## src/rtl/usb_reg_bridge.sv

```systemverilog
// Bridge from asynchronous SAM3U external-bus strobes onto the internal reg_* bus.
// Optional protocol-error detection is enabled by defining USB_REG_PROTO_ERR_EN.
module usb_reg_bridge #(
   parameter int unsigned pDATA_WIDTH   = 8,
   parameter int unsigned pADDR_WIDTH   = 8,
   parameter int unsigned pBYTECNT_SIZE = 7,
   parameter int unsigned pRD_LATENCY   = 1,
   parameter int unsigned pDRIVE_HOLD   = 2
) (
   input  logic                     clk_usb,
   input  logic                     reset,
   input  logic [pDATA_WIDTH-1:0]   cwusb_din,
   output logic [pDATA_WIDTH-1:0]   cwusb_dout,
   output logic                     cwusb_isout,
   input  logic [pADDR_WIDTH-1:0]   cwusb_addr,
   input  logic                     cwusb_rdn,
   input  logic                     cwusb_wrn,
   input  logic                     cwusb_cen,
   input  logic                     I_drive_data,
   output logic [pADDR_WIDTH-1:0]   reg_address,
   output logic [pBYTECNT_SIZE-1:0] reg_bytecnt,
   output logic [pDATA_WIDTH-1:0]   reg_datao,
   input  logic [pDATA_WIDTH-1:0]   reg_datai,
   output logic                     reg_read,
   output logic                     reg_write,
   output logic                     reg_addrvalid,
   output logic                     proto_err,
   input  logic                     proto_err_clr
);

   localparam int unsigned LAT_W  = 3;
   localparam int unsigned HOLD_W = 3;

`ifdef USB_REG_PROTO_ERR_EN
   localparam bit PROTO_EN = 1'b1;
`else
   localparam bit PROTO_EN = 1'b0;
`endif

   typedef enum logic [2:0] {
      IDLE,
      RD_WAIT,
      RD_DRIVE,
      WR_ACT,
      WR_DONE
   } state_t;

   state_t                   state;
   logic [1:0]               rdn_sync;
   logic [1:0]               wrn_sync;
   logic [1:0]               cen_sync;
   logic                     rd;
   logic                     wr;
   logic [LAT_W-1:0]         lat_cnt;
   logic [HOLD_W-1:0]        hold_cnt;
   logic                     rd_active;
   logic [pDATA_WIDTH-1:0]   din_q;

   // Two-flop synchronisers; idle (deasserted) value is 1.
   always_ff @(posedge clk_usb or posedge reset) begin
      if (reset) begin
         rdn_sync <= 2'b11;
         wrn_sync <= 2'b11;
         cen_sync <= 2'b11;
      end else begin
         rdn_sync <= {rdn_sync[0], cwusb_rdn};
         wrn_sync <= {wrn_sync[0], cwusb_wrn};
         cen_sync <= {cen_sync[0], cwusb_cen};
      end
   end

   assign rd = ~rdn_sync[1] & ~cen_sync[1];
   assign wr = ~wrn_sync[1] & ~cen_sync[1];

   // Access FSM; reg_read/reg_write default low so they pulse for one cycle.
   always_ff @(posedge clk_usb or posedge reset) begin
      if (reset) begin
         state         <= IDLE;
         cwusb_dout    <= '0;
         reg_address   <= '0;
         reg_bytecnt   <= '0;
         reg_datao     <= '0;
         reg_read      <= 1'b0;
         reg_write     <= 1'b0;
         reg_addrvalid <= 1'b0;
         rd_active     <= 1'b0;
         lat_cnt       <= '0;
         din_q         <= '0;
      end else begin
         reg_read  <= 1'b0;
         reg_write <= 1'b0;
         case (state)
            IDLE: begin
               // With error detection on, a simultaneous rd/wr starts nothing.
               if (rd && !(PROTO_EN && wr)) begin
                  state         <= RD_WAIT;
                  reg_read      <= 1'b1;
                  reg_addrvalid <= 1'b1;
                  rd_active     <= 1'b1;
                  lat_cnt       <= '0;
                  reg_address   <= cwusb_addr;
                  if (cwusb_addr != reg_address) reg_bytecnt <= '0;
               end else if (wr && !rd) begin
                  state         <= WR_ACT;
                  reg_addrvalid <= 1'b1;
                  reg_address   <= cwusb_addr;
                  if (cwusb_addr != reg_address) reg_bytecnt <= '0;
               end
            end
            RD_WAIT: begin
               if (lat_cnt == LAT_W'(pRD_LATENCY)) begin
                  cwusb_dout <= reg_datai;
                  state      <= RD_DRIVE;
               end else begin
                  lat_cnt <= lat_cnt + 3'd1;
               end
            end
            RD_DRIVE: begin
               if (!rd) begin
                  state         <= IDLE;
                  reg_addrvalid <= 1'b0;
                  rd_active     <= 1'b0;
                  reg_bytecnt   <= reg_bytecnt + pBYTECNT_SIZE'(1);
               end
            end
            WR_ACT: begin
               if (wr) begin
                  din_q <= cwusb_din;
               end else begin
                  reg_datao <= din_q;
                  reg_write <= 1'b1;
                  state     <= WR_DONE;
               end
            end
            WR_DONE: begin
               state         <= IDLE;
               reg_addrvalid <= 1'b0;
               reg_bytecnt   <= reg_bytecnt + pBYTECNT_SIZE'(1);
            end
            default: state <= IDLE;
         endcase
      end
   end

   // Keeps the bus driven for pDRIVE_HOLD cycles after the read states end.
   always_ff @(posedge clk_usb or posedge reset) begin
      if (reset) begin
         hold_cnt <= '0;
      end else if (rd_active) begin
         hold_cnt <= HOLD_W'(pDRIVE_HOLD);
      end else if (hold_cnt != '0) begin
         hold_cnt <= hold_cnt - 3'd1;
      end
   end

   assign cwusb_isout = rd_active | (hold_cnt != '0) | I_drive_data;

`ifdef USB_REG_PROTO_ERR_EN
   logic err_set;

   always_comb begin
      err_set = 1'b0;
      case (state)
         IDLE:              err_set = rd & wr;
         RD_WAIT, RD_DRIVE: err_set = wr;
         WR_ACT, WR_DONE:   err_set = rd;
         default:           err_set = 1'b0;
      endcase
   end

   // Sticky flag; a new error in the clear cycle keeps it set.
   always_ff @(posedge clk_usb or posedge reset) begin
      if (reset) begin
         proto_err <= 1'b0;
      end else if (err_set) begin
         proto_err <= 1'b1;
      end else if (proto_err_clr) begin
         proto_err <= 1'b0;
      end
   end
`else
   logic unused_proto_err_clr;
   assign unused_proto_err_clr = proto_err_clr;
   assign proto_err = 1'b0;
`endif

endmodule
```

## config.mk

```make
export PLATFORM = sky130hd
export DESIGN_NAME = usb_reg_bridge
export DESIGN_NICKNAME = d
export VERILOG_FILES = /design/src/rtl/usb_reg_bridge.sv
export SDC_FILE = /design/constraint.sdc
export NUM_CORES = 1
export LEC_CHECK = 0
export CORE_MARGIN = 2
export CORE_UTILIZATION = 52
export CTS_CLUSTER_SIZE = 40
export DETAILED_ROUTE_END_ITERATION = 8
export MAX_ROUTING_LAYER = met4
export PLACE_DENSITY_LB_ADDON = 0.08
export SLEW_MARGIN = 20
export SYNTH_ARGS = -nofsm -noshare
export SYNTH_HDL_FRONTEND = slang
export SYNTH_SLANG_ARGS = --single-unit
```

## constraint.sdc

```tcl
create_clock -name clk_usb -period 3.8 [get_ports clk_usb]
set_input_delay 1.14 -clock clk_usb [delete_from_list [all_inputs] [get_ports clk_usb]]
set_output_delay 1.14 -clock clk_usb [all_outputs]
set_load 0.02 [all_outputs]
```

==> out/summary.txt <==
flop2flop setup slack = 1.69 ns
RSZ-0062 raised after global routing = no
number of antenna diodes = 0
Clk Latency, worst-skew pair = 0.33 ns
power per cell area = 811 nW/um^2
Max VDD drop = 505 uV
count leader, synth = dfrtp_1
Arr. time, crit path = 2.42 ns
die area = 5600 sq um
Hold Path Depth = 0
Synth Warn # = 0
Max transition margin = 0.500
min cycle time layout = 3.56 ns
synthesized flop and latch total = 58
# nets final = 334
P_leak = 0.00158 uW
area taken by multi-input logic gates = 1060 sq um
worst hold-check path type = reg2reg
Post-Syn Nets = 263
Register Area = 1460 sq um
WP data required = 2.66 ns
main area contributors after synthesis = dfrtp_1 (50%), mux2_2 (11%), dfstp_2 (6.0%), nand2_1 (4.7%), xor2_1 (3.0%)
CTS resizes = 0
clk slew on worst S/H paths = 0.06 ns
Crit-path slowest cell = clkdlybuf4s50_1
post-synthesis sequential area ratio = 0.559
htree depth = 3
largest net degree at the start of global routing = 27
fin worst setup slack = 0.244 ns
setup TNS = 0 ns
via count = 1972
crit path capture type = primary output
Max-Cap Viols = 0
post-DP HPWL = 3700 um
Final GP Congestion = 0.826
outcome = finished clean
cts hold-fix bufs = 0
critical path class = in2out
f_max = 281 MHz
Setup crit end = cwusb_isout
CTS tree = built
CTS Buf Count = 9
vias in the first global route = 1968
IO Port Bufs = 64
antenna viol nets, final = 0
endpoints failing hold = 0
die height = 74.8 um
Cell Area, Synth = 2610 sq um
beginning of the worst hold path = wrn_sync[0]
cells after synthesis = 227
drt pass-1 iters = 4
Post-CTS Setup Repair Bufs = 0
Chip Width = 74.8 um
final slew viol count = 0
WL final = 5460 um
predominant post-synthesis flop cell = dfrtp_1
worst flop-to-flop path endpoint = reg_datao[1]
reg-to-reg startpoint = state[0]
dpl ws = 0.242 ns
first-pass GRT wire length = 9030 um
Root Driver = clkbuf_8
initial core utilization = 0.545
actual slew at the worst max-slew pin = 0.747 ns
filler cell count = 335
# setup viols final = 0
Layout area overhead = 37.4%
Post-DP Area = 3320 sq um
fraction of registers with async set/reset = 1.00
fin crit share = 0.936
number of vias per cell = 5.33
syn avg cell area = 11.5 sq um
Core Area = 4790 sq um
crit-path cells = clkdlybuf4s50_1 > or3_1 > clkdlybuf4s50_1
Site Rows = 25
CP dominant cell by count = clkdlybuf4s50_1
count of cells along the worst register-to-register path = 3
gr usage total = 0.225
Worst setup SP type = input port
Synth top area share = 0.499
Bufs on Longest Clock Path = 2
drt drc = 0
Hold Slack = 0.355 ns
clk sinks = 58
Distinct cells, synth = 42
Setup Skew = 0.00917 ns
number of synthesized flops with an enable pin = 0
IO Count = 67
initial antenna violation count = 0
critical path peak fanout = 1
post-route cell area = 3580 sq um
wire per inst = 14.8 um
slowest stage delay, CP = 0.54 ns
CP startpoint = I_drive_data
Post-synth top cells = dfrtp_1 (52), nand2_1 (33), mux2_2 (26)
grt total ovfl = 0
iteration-0 DRC count of the detailed router = 106
layout cells sized above 1 = 0.195
dominant cell type by area after synthesis = dfrtp_1
==> stage by stage <==
step            util  total power [uW]  cells
2_1_floorplan      -              1700    227
3_5_place_dp   0.694              2160    354
4_1_cts        0.749              2930    370
6_report       0.749              2910    370
5_1_grt        0.749              3080    370
3_3_place_gp   0.694              2120    354
==> flip-flops by register name, indices dropped and copies added, names as in the netlist <==
register	flops
cwusb_dout	8
din_q	8
reg_address	8
reg_datao	8
reg_bytecnt	7
hold_cnt	3
lat_cnt	3
state	3
cen_sync	2
rdn_sync	2
wrn_sync	2
rd_active	1
reg_addrvalid	1
reg_read	1
reg_write	1
==> worst max-delay path, delay by kind of cell <==
kind                   cells  cell delay [ns]
buffers and inverters      2             0.94
AND/OR/NAND/NOR            1             0.34
==> per-layer routing <==
layer / part of all wire / global-route usage / vias to the layer above / wire length [um]
met5: 0 / - / - / 0
met4: 0.015 / 0.113 / 0 / 80
met3: 0.057 / 0.0616 / 8 / 312
met2: 0.51 / 0.351 / 51 / 2790
met1: 0.42 / 0.269 / 981 / 2280
li1: - / - / 932 / -
==> placed cells by master (no fill, tap or decap), types with 2 or more instances in the layout <==
cell type        instances
nand4_1                  3
nor2_1                  10
xor2_1                   9
a21oi_1                  4
nand2b_1                 7
nand2_1                 33
clkdlybuf4s50_1         64
buf_4                    5
a22o_1                   3
clkbuf_8                 9
ha_1                     5
dfstp_2                  6
mux2_2                  26
nand3_1                  7
o21bai_1                 2
inv_1                    9
a31oi_1                  2
o21ai_0                  6
nor4_1                   3
or4_1                    4
o211ai_1                 5
nor3_1                   2
dfrtp_1                 52
bufinv_16                4
or3_1                    4
==> where the power goes <==
| group | internal [uW] | switching [uW] | leakage, uW |
|---|---|---|---|
| Clock | 502 | 249 | 0.000129 |
| Combinational | 556 | 560 | 0.000724 |
| Sequential | 850 | 190 | 0.000721 |
==> cells by family (layout without fill, tap and decap cells) <==
| group | Yosys count | count (layout) | share of synthesized area |
|---|---|---|---|
| compound gates | 30 | 30 | 0.0835 |
| mux | 27 | 27 | 0.116 |
| simple gates | 77 | 77 | 0.148 |
| buf+inv | 19 | 95 | 0.0341 |
| fa+ha+maj | 5 | 5 | 0.0240 |
| flops | 58 | 58 | 0.559 |
| other cells | 1 | 1 | 0.00144 |
| xor+xnor | 10 | 10 | 0.0336 |
==> final cells by class <==
cell class,instances,share of cell area
Inverter,10,0.0105
Tap cell,67,0.0234
Sequential cell,58,0.407
Clock inverter,7,0.0394
Timing Repair Buffer,69,0.189
Multi-Input combinational cell,150,0.296
Clock buffer,9,0.0346
==> worst min path at each step <==
stage	endpoint	slack (ns)
floorplan	cen_sync[1]	0.35
global placement	rdn_sync[1]	0.35
detailed placement	wrn_sync[1]	0.35
CTS	wrn_sync[1]	0.35
global route	wrn_sync[1]	0.36
finish	wrn_sync[1]	0.35
No activity file was read; power rests on OpenSTA's default activity.
==> RTL change, RTL diff (same settings) <==
The option `USB_REG_PROTO_ERR_EN` is turned on by a define.
--- a/src/rtl/usb_reg_bridge.sv
+++ b/src/rtl/usb_reg_bridge.sv
@@ -1,5 +1,7 @@
 // Bridge from asynchronous SAM3U external-bus strobes onto the internal reg_* bus.
 // Optional protocol-error detection is enabled by defining USB_REG_PROTO_ERR_EN.
+`define USB_REG_PROTO_ERR_EN
+
 module usb_reg_bridge #(
    parameter int unsigned pDATA_WIDTH   = 8,
    parameter int unsigned pADDR_WIDTH   = 8,
Function: changed (Yosys sat finds a counterexample within 4 cycles, from zero or initial values and one cycle with reset high).
==> RTL change against the unedited design <==
Critical path depth unchanged. Critical path type unchanged. Via count shrank 6.7%. Power down 1.9%. Synthesized area is 2.4% higher. Largest power group unchanged. Wire length down 7.7%. Sequential cell count rose by 1. Cell area down 0.49%. Combinational power up 9.8%. Worst hold slack improved by 0.0026 ns. Highest routed layer unchanged. Final cell count fell by 5.1%. Setup slack improved by 0.0085 ns.
==> RTL change: results (changes against the unedited design) <==
yosys:
  synthTopCellsByArea: "dfrtp_1, mux2_2, dfstp_2"
  ys_types: 43  # +2.4%
  postSynthCellCount: 204  # -10%
  synth.top_cells.by_count: "dfrtp_1, mux2_2, nor2_1"
  synth_seq_area_share: 0.556  # -0.00373
  synth_net_count: 242  # -8.0%
place:
  dp_hpwl_mm: 3.49  # -5.9%
  place.detailed.instances: 335  # -5.4%
  port_buffers: 66  # +3.1%
  gp_congestion: 0.821  # -0.68%
pwr:
  power.ir.vdd_worst_uv: 446  # -12%
  cellLeakagePower_nw: 1.50  # -4.9%
timing:
  clock_skew_ns: 0.0127  # +0.00355 ns
  maxSlewHeadroom: 0.363  # -0.137
grt:
  grt_start_max_net_pins: 28  # +3.7%
  gr-usage-all-layers: 0.197  # -0.0282
setup_path:
  worstRegToRegCells: 6  # +3
  timing.reg2reg.setup_slack_ns: 1.15  # -0.54 ns
finish:
  diodes: 0  # unchanged
  ratio_of_cells_with_drive_above_1_in_the_final_layout: 0.235  # +0.0402
drt:
  final_routed_wirelength_mm: 5.04  # -7.7%
  route.vias.total: 1840  # -6.7%
  drt-initial-drc-count: 90  # -15%
  detailed_router_iteration_count_before_antenna_repair: 6  # +2
run_status:
  run_status: "finished, final reports clean"
[RTL change: cell families after synthesis]
logic type,synth area share
flops,0.556
compound gates,0.109
fa+ha+maj,0.0328
buf+inv,0.0290
mux,0.142
xor+xnor,0.0398
simple gates,0.0913
[RTL change: worst max-delay path: cells and delay by family]
kind          cells  cell delay [ns]
simple gates      1             0.33
buf+inv           2             0.93
[RTL change: power by group]
| part | switching (mW) | total (mW) | internal, mW |
|---|---|---|---|
| clock network | 0.253 | 0.525 | 0.273 |
| registers | 0.228 | 1.10 | 0.874 |
| logic | 0.575 | 1.23 | 0.650 |
[RTL change: worst paths after layout]
check,startpoint,to
setup reg to reg,cen_sync[1],reg_bytecnt[1]
hold / removal,wrn_sync[0],wrn_sync[1]
min in group asynchronous,reset,hold_cnt[0]
hold reg to reg,wrn_sync[0],wrn_sync[1]
max in group asynchronous,reset,cen_sync[0]
setup / recovery,I_drive_data,cwusb_isout
[RTL change: final cells by class]
class	instances	area, um2
Sequential cell	59	1480
Fill cell	379	1480
Multi-Input combinational cell	132	1110
Timing Repair Buffer	68	676
Clock buffer	11	151
Tap cell	70	87.6
Clock inverter	5	36.3
Inverter	6	22.5
[RTL change: per-stage QoR]
stage,setup slack (ns),utilization,hold WS [ns],total power [mW],instance area (um2)
2_1_floorplan,1.08,-,0.345,1.88,2670
3_3_place_gp,0.257,0.670,0.346,2.31,3380
3_5_place_dp,0.247,0.670,0.348,2.34,3380
4_1_cts,0.241,0.707,0.358,2.88,3570
5_1_grt,0.197,0.707,0.362,3.03,3570
6_report,0.252,0.707,0.358,2.85,3570
[RTL change: routing by layer]
metal / track usage / part of all wire / routed length [um]
met2: 0.295 / 0.49 / 2470
met4: 0.0916 / 0.013 / 66
met3: 0.0595 / 0.039 / 197
met5: - / 0 / 0
met1: 0.246 / 0.46 / 2310
